File: src/rtl/mste_pkg.sv
// Shared register map, CTRL/STATUS bit positions and speed-sequencer state encoding.
package mste_pkg;

    localparam int unsigned DW = 8;

    localparam int unsigned REG_CTRL   = 0;
    localparam int unsigned REG_STATUS = 1;

    localparam int unsigned CTRL_SPEED = 0;
    localparam int unsigned CTRL_CACHE = 1;
    localparam int unsigned CTRL_FLUSH = 7;

    localparam int unsigned STAT_SPEED = 0;
    localparam int unsigned STAT_BUSY  = 1;
    localparam int unsigned STAT_REQ   = 2;

    localparam int unsigned CNT_W = 8;

    typedef enum logic [1:0] {
        ST_IDLE      = 2'd0,
        ST_WAIT_IDLE = 2'd1,
        ST_SETTLE    = 2'd2
    } speed_state_e;

endpackage

File: src/rtl/mste_speed_seq.sv
// CPU speed sequencer: waits for an idle bus before applying a speed change,
// then holds busy for SETTLE cycles.
module mste_speed_seq
    import mste_pkg::*;
#(
    parameter int unsigned SETTLE = 4
) (
    input  logic clk,
    input  logic reset_n,
    input  logic req_16mhz,
    input  logic bus_idle,
    output logic enable_16mhz,
    output logic speed_busy
);

    speed_state_e     state_q, state_d;
    logic [CNT_W-1:0] cnt_q, cnt_d;
    logic             en_d;
    logic             busy_d;

    always_ff @(posedge clk or negedge reset_n) begin
        if (!reset_n) begin
            state_q      <= ST_IDLE;
            cnt_q        <= '0;
            enable_16mhz <= 1'b0;
            speed_busy   <= 1'b0;
        end else begin
            state_q      <= state_d;
            cnt_q        <= cnt_d;
            enable_16mhz <= en_d;
            speed_busy   <= busy_d;
        end
    end

    // A request that reverts while waiting for the bus is dropped without effect.
    always_comb begin
        state_d = state_q;
        cnt_d   = cnt_q;
        en_d    = enable_16mhz;
        unique case (state_q)
            ST_IDLE: begin
                if (req_16mhz != enable_16mhz) state_d = ST_WAIT_IDLE;
            end
            ST_WAIT_IDLE: begin
                if (req_16mhz == enable_16mhz) begin
                    state_d = ST_IDLE;
                end else if (bus_idle) begin
                    en_d    = req_16mhz;
                    cnt_d   = CNT_W'(SETTLE - 1);
                    state_d = ST_SETTLE;
                end
            end
            ST_SETTLE: begin
                if (cnt_q == '0) state_d = ST_IDLE;
                else             cnt_d   = cnt_q - CNT_W'(1);
            end
            default: state_d = ST_IDLE;
        endcase
        busy_d = (state_d != ST_IDLE);
    end

endmodule

File: src/rtl/mste_sysctrl.sv
// System control block: CTRL/STATUS/scratch register bank, cache enable and
// flush pulse, plus the CPU speed sequencer.
module mste_sysctrl
    import mste_pkg::*;
#(
    parameter int unsigned NREGS  = 4,
    parameter int unsigned SETTLE = 4,
    localparam int unsigned AW    = (NREGS > 2) ? $clog2(NREGS) : 1
) (
    input  logic          clk,
    input  logic          reset_n,
    input  logic [DW-1:0] din,
    input  logic [AW-1:0] addr,
    input  logic          sel,
    input  logic          rw,
    output logic [DW-1:0] dout,
    input  logic          bus_idle,
    output logic          enable_16mhz,
    output logic          enable_cache,
    output logic          cache_flush,
    output logic          speed_busy
);

    localparam int unsigned NSLOT = 1 << AW;
    localparam logic [AW:0] NREGS_W = (AW + 1)'(NREGS);

    logic [DW-2:0] ctrl_q;
    logic [DW-1:0] scratch_q [NSLOT];
    logic          addr_ok;
    logic          is_ctrl;
    logic          is_status;
    logic          ctrl_wr;

    assign addr_ok   = ({1'b0, addr} < NREGS_W);
    assign is_ctrl   = (addr == AW'(REG_CTRL));
    assign is_status = (addr == AW'(REG_STATUS));
    assign ctrl_wr   = sel && !rw && addr_ok && is_ctrl;

    assign enable_cache = ctrl_q[CTRL_CACHE];

    // CTRL bit7 is a write-1 flush strobe and is never stored.
    always_ff @(posedge clk or negedge reset_n) begin
        if (!reset_n) begin
            ctrl_q      <= '0;
            cache_flush <= 1'b0;
            for (int i = 0; i < int'(NSLOT); i++) scratch_q[i] <= '0;
        end else begin
            cache_flush <= ctrl_wr &&
                           ((din[CTRL_CACHE] && !ctrl_q[CTRL_CACHE]) || din[CTRL_FLUSH]);
            if (sel && !rw && addr_ok) begin
                if (is_ctrl)         ctrl_q          <= din[DW-2:0];
                else if (!is_status) scratch_q[addr] <= din;
            end
        end
    end

    always_comb begin
        dout = '0;
        if (sel && rw && addr_ok) begin
            if (is_ctrl) begin
                dout = {1'b0, ctrl_q};
            end else if (is_status) begin
                dout[STAT_SPEED] = enable_16mhz;
                dout[STAT_BUSY]  = speed_busy;
                dout[STAT_REQ]   = ctrl_q[CTRL_SPEED];
            end else begin
                dout = scratch_q[addr];
            end
        end
    end

    mste_speed_seq #(
        .SETTLE (SETTLE)
    ) u_speed_seq (
        .clk          (clk),
        .reset_n      (reset_n),
        .req_16mhz    (ctrl_q[CTRL_SPEED]),
        .bus_idle     (bus_idle),
        .enable_16mhz (enable_16mhz),
        .speed_busy   (speed_busy)
    );

endmodule
File: config.mk
export PLATFORM = sky130hd
export DESIGN_NAME = mste_sysctrl
export DESIGN_NICKNAME = d
export VERILOG_FILES = /design/src/rtl/mste_pkg.sv /design/src/rtl/mste_speed_seq.sv /design/src/rtl/mste_sysctrl.sv
export SDC_FILE = /design/constraint.sdc
export NUM_CORES = 1
export LEC_CHECK = 0
export ABC_AREA = 1
export CAP_MARGIN = 20
export CORE_AREA = 2 2 84 86
export CTS_CLUSTER_DIAMETER = 200
export CTS_CLUSTER_SIZE = 30
export DETAILED_ROUTE_END_ITERATION = 10
export DIE_AREA = 0 0 86 88
export PLACE_DENSITY = 0.47
export SLEW_MARGIN = 20
export SYNTH_ARGS = -nofsm -noshare
export SYNTH_HDL_FRONTEND = slang
export SYNTH_SLANG_ARGS = --single-unit
File: constraint.sdc
create_clock -name clk -period 2.3 [get_ports clk]
set_input_delay 0.69 -clock clk [delete_from_list [all_inputs] [get_ports clk]]
set_output_delay 0.69 -clock clk [all_outputs]
set_load 0.05 [all_outputs]
=== Word-level counts from Yosys, hierarchy flattened ===
Index checks and enable logic that the tools add are counted.

* Register bits: 52
* Output and inout bits: 12
* Bits of input ports: 15

* Mux-type cells: 19
* Reduce and logical (&&, ||, !) cells: 18
* Bitwise logic cells: 4
* Equality and inequality tests: 8
* Order comparisons: 2
* Add/subtract/negate cells: 1

{| class="wikitable"
|+ Operators with widths
! operator !! count
|-
| two-way mux 8 bit || 8
|-
| bitwise mux 32 bit || 1
|-
| binary-select mux 8 bit (select 2 bit) || 1
|-
| demux 8 bit (select 2 bit) || 1
|-
| one-hot mux 8 bit (2 select lines) || 1
|-
| logical NOT 8 bit || 1
|-
| two-way mux 2 bit || 4
|-
| subtractor 8 x 1 -> 8 bit (second input constant) || 1
|-
| logical AND 1 bit || 6
|-
| != test 2 bit (second input constant) || 3
|-
| one-hot mux 2 bit (3 select lines) || 1
|-
| AND reduction 3 bit || 2
|-
| two-way mux 5 bit || 1
|-
| == test 2 x 1 -> 1 bit (second input constant) || 2
|-
| logical NOT 2 bit || 2
|-
| AND reduction 4 bit || 1
|-
| nonzero test 2 bit || 2
|-
| >= comparator 3 bit (second input constant) || 1
|-
| < comparator 3 x 1 -> 1 bit (second input constant) || 1
|-
| two-way mux 3 bit || 1
|-
| inverter 1 bit || 3
|-
| inverter 2 -> 3 bit || 1
|-
| == test 2 bit (second input constant) || 1
|-
| logical NOT 1 bit || 2
|-
| other kinds (4) || 4
|}

=== Depth between registers and ports, before layout ===
* Depth after elaboration: 7
* Mapped depth: 10

=== By module ===
A second synthesis with hierarchy kept.

* Cells, all modules: 245
* Area, all modules: 1,961.9 µm²

{| class="wikitable"
|+ By module, submodules not included
! module !! instances !! cells each !! area an instance (µm²) !! seq. area each (µm²)
|-
| mste_sysctrl || 1 || 151 || 1,233.7 || 600.6
|-
| mste_speed_seq || 1 || 94 || 728.2 || 300.3
|}

=== Worst setup path before layout ===
Ideal clock, no wire load.

* Path type: in2out
* Start: in addr[0]
* End: out dout[0]
* Cell stages on the path: 4
* Path slack: -316 ps
* Data arrival time: 1,926 ps
* Path buffers: 1
* Cell sequence: buf_6 -> nor2_8 -> nand2_1 -> a41oi_1

* Cells in the longest elaborated chain, start to end: 7
* Elaborated cells on any way between the ends: 9
* Those cells by class: eq/ne (1); mux (6); bitwise (1); reduce/logical (1)

{| class="wikitable"
|+ Ends and longest elaborated chain
! element !! line !! source
|-
| start: declaration || mste_sysctrl.sv:13 || <nowiki>input logic [AW-1:0] addr,</nowiki>
|-
| inverter 2 -> 3 bit (implied by the code) || mste_sysctrl.sv:67 || <nowiki>dout = scratch_q[addr];</nowiki>
|-
| binary-select mux 8 bit (select 2 bit) || mste_sysctrl.sv:67 ||
|-
| two-way mux 8 bit (implied by the code) (2 in a row) || mste_sysctrl.sv:67 ||
|-
| two-way mux 3 bit || mste_sysctrl.sv:62 || <nowiki>end else if (is_status) begin</nowiki>
|-
| two-way mux 8 bit * || mste_sysctrl.sv:60 || <nowiki>if (is_ctrl) begin</nowiki>
|-
| two-way mux 8 bit * || mste_sysctrl.sv:59 || <nowiki>if (sel && rw && addr_ok) begin</nowiki>
|-
| end: declaration || mste_sysctrl.sv:16 || <nowiki>output logic [DW-1:0] dout,</nowiki>
|}

Every way passes the cells marked *; elsewhere a longest branch is shown, timed or not. The select of a mux whose other input is x is not followed.

=== Worst setup path after layout ===
* Start: in addr[0]
* End: out dout[6]

* Cells in the longest elaborated chain, start to end: 7
* Elaborated cells on any way between the ends: 9
* Those cells by class: eq/ne (1); mux (6); bitwise (1); reduce/logical (1)

{| class="wikitable"
|+ Ends and longest elaborated chain
! element !! line
|-
| inverter 2 -> 3 bit (implied by the code) || mste_sysctrl.sv:67
|-
| binary-select mux 8 bit (select 2 bit) || mste_sysctrl.sv:67
|-
| two-way mux 8 bit (implied by the code) (2 in a row) || mste_sysctrl.sv:67
|-
| two-way mux 5 bit || mste_sysctrl.sv:62
|-
| two-way mux 8 bit * || mste_sysctrl.sv:60
|-
| two-way mux 8 bit * || mste_sysctrl.sv:59
|}

Marked as above.

==> run summary <==
number of diodes: 0
area delta synth->final: 33.0%
Syn Std Cell Area: 1930 um^2
Max stage delay cell, worst path: nor2_8
# IOs: 27
commonest non-fill, non-tap cells in the layout: nand2_1, dfrtp_1, inv_1, nand3_1, o21ai_2
Initial Util: 0.291
vias in the first global route: 1543
H-tree Lvls: 2
Required @ worst endpoint: 1.61 ns
Post-CTS Setup Repair Bufs: 0
Slew @ Worst Pin: 0.501 ns
register area share after synthesis: 0.466
Die Wd: 86 um
Cell Pwr Density: 900 nW/um^2
NetSw: 0.925 mW
total congestion overflow: 0
area leader, netlist: dfrtp_1
Die Ht: 88 um
minimum clock period: 2.26 ns
endpoints failing setup: 0
clock-pin slew on the worst setup and hold paths: 0.07 ns
Hold Buf Count CTS: 0
warnings from Yosys: 0
outcome: finished, final reports clean
Post-Route Skew: 0.00610 ns
via count: 1585
startpoint types: primary input
fin. max-slew vios: 0
leak pwr: 1.25 nW
Pwr Total: 2.31 mW
via/cell ratio: 4.45
clock share of power: 0.207
drt first pass iters: 5
Skew-Pair Late Insertion Delay: 0.28 ns
critical path endpoint category: primary output
clk buf depth: 2
hpwl dp: 3.16 mm
highest clock rate: 443 MHz
Reg power frac: 0.392
RSZ-0062 raised after global routing: false
Critical Path Max Stage Delay: 0.17 ns
commonest non-fill, non-tap cell in the layout: nand2_1
Fin Setup TNS: 0 ns
top post-synthesis cells by area: dfrtp_1, nand2_1, o21ai_2
layout net count: 293
initial antenna violation count: 0
Placer Congestion: 0.791
1st-iter DRT viols: 73
Final Cell Area: 2570 um^2
P_int: 1.39 mW
fin util: 0.387
top cell type's share of synthesized area: 0.466
share of cells above drive strength 1: 0.246
clock sink total: 36
Placed Area: 2440 um^2
Gate power share: 0.400
final period utilization: 0.982
Max-Cap Viols: 0
CTS Root Cell: clkbuf_8
Critical Path Fanout Max: 8
Synth Flop Type: dfrtp_1
DRC: 0
number of synthesized register bits: 36
CTS tree: yes
post-synth cell types: 24
peak supply drop: 301 uV
Fin. Hold Viols: 0
CP cell instances: buf_6, buf_12, nor2_8, nand2_1, nand3_1, nand2_1, inv_1, buf_12
drt total wl: 4.35 mm
wire length per cell: 12.2 um
number of flops mapped to enable cells by yosys: 0
Placeable Area: 6640 um^2
# rows: 30
GRT Overall Usage: 0.128
largest net degree at the start of global routing: 37
Synth Instances: 237
Slew HR: 0.665
Switching Share: 0.400
min-delay worst type: flop to flop
Post-DRT Antenna Nets: 0
# port buffers: 26
CP arrival: 1.57 ns
Syn Nets: 254
Synth async-reset ratio: 1.00
Avg Inst Size Synth: 8.16 um^2
Num CTS Buffers: 5
global-route wire length before repair: 7.44 mm
crit path kind: primary input to primary output
die area: 7570 um^2
[worst paths after layout]
check                                          start                     end  slack (ns)  cells past startpoint
worst max register to register  u_speed_seq.cnt_q[0]  u_speed_seq.speed_busy        0.64                      6
worst min-delay path                    scratch_q[4]            scratch_q[4]        0.49                      2
worst min register to register          scratch_q[4]            scratch_q[4]        0.49                      2
max in group asynchronous                    reset_n    u_speed_seq.cnt_q[7]        1.15                      2
worst max-delay path                         addr[0]                 dout[6]        0.04                      8
min in group asynchronous                    reset_n            scratch_q[5]        0.82                      2
[power by group through the flow]
stage | clock, mW | combinational (mW) | sequential (mW)
6_report | 0.480 | 0.926 | 0.908
5_1_grt | 0.525 | 1.04 | 0.936
4_1_cts | 0.504 | 0.933 | 0.909
3_5_place_dp | 0 | 0.932 | 0.917
3_3_place_gp | 0 | 0.923 | 0.922
2_1_floorplan | 0 | 0.634 | 0.957
[stage by stage]
stage / cells / setup slack (ns) / hold slack [ns]
after floorplan: 237 / 0.0214 / 0.394
after global placement: 348 / -0.381 / 0.466
after detailed placement: 348 / -0.377 / 0.470
after CTS: 355 / 0.0259 / 0.488
after global routing: 356 / 0.00215 / 0.501
final: 356 / 0.0425 / 0.487
[state kept, by name, summed over array words and instances, names as in the netlist]
signal,cells
scratch_q,16
u_speed_seq.cnt_q,8
ctrl_q,7
u_speed_seq.state_q,2
cache_flush,1
u_speed_seq.enable_16mhz,1
u_speed_seq.speed_busy,1
[logic make-up after synthesis]
group / share of synthesized area
buffers and inverters: 0.0880
AOI/OAI and AO/OA: 0.140
adders and majority gates: 0.0129
xor gates and xnor gates: 0.00906
DFF: 0.466
and+or+nand+nor: 0.284
[routing by layer]
layer,up-vias,wire (um),global-route usage
li1,834,-,-
met1,718,2180,0.173
met2,29,1930,0.195
met3,4,183,0.0349
met4,0,52,0.0476
met5,-,0,0
[worst max-delay path: cells and delay by family]
family        cells  cell delay [ns]
buf+inv           4             0.49
simple gates      4             0.39
[Yosys cell counts, types with 3 or more instances]
master	count
o21ai_0	11
inv_1	29
nand3_1	19
a21oi_1	3
inv_2	3
o21ai_2	18
nand2_1	81
buf_6	4
nor2_1	14
dfrtp_1	36
[cell type report]
| class | instances | area, um^2 |
|---|---|---|
| sequential | 36 | 901 |
| timing repair buffer | 36 | 429 |
| tap | 80 | 100 |
| inverter | 32 | 120 |
| multi-input combinational | 165 | 925 |
| fill | 689 | 4070 |
| clock buffer | 7 | 96.3 |
[repair_timing]
action,4_1_cts,5_1_grt
endpoints found under the setup margin,8,6
pin swaps,5,5
gates resized for setup,17,6
gates cloned,0,1
No activity file was read; power rests on OpenSTA's default activity.
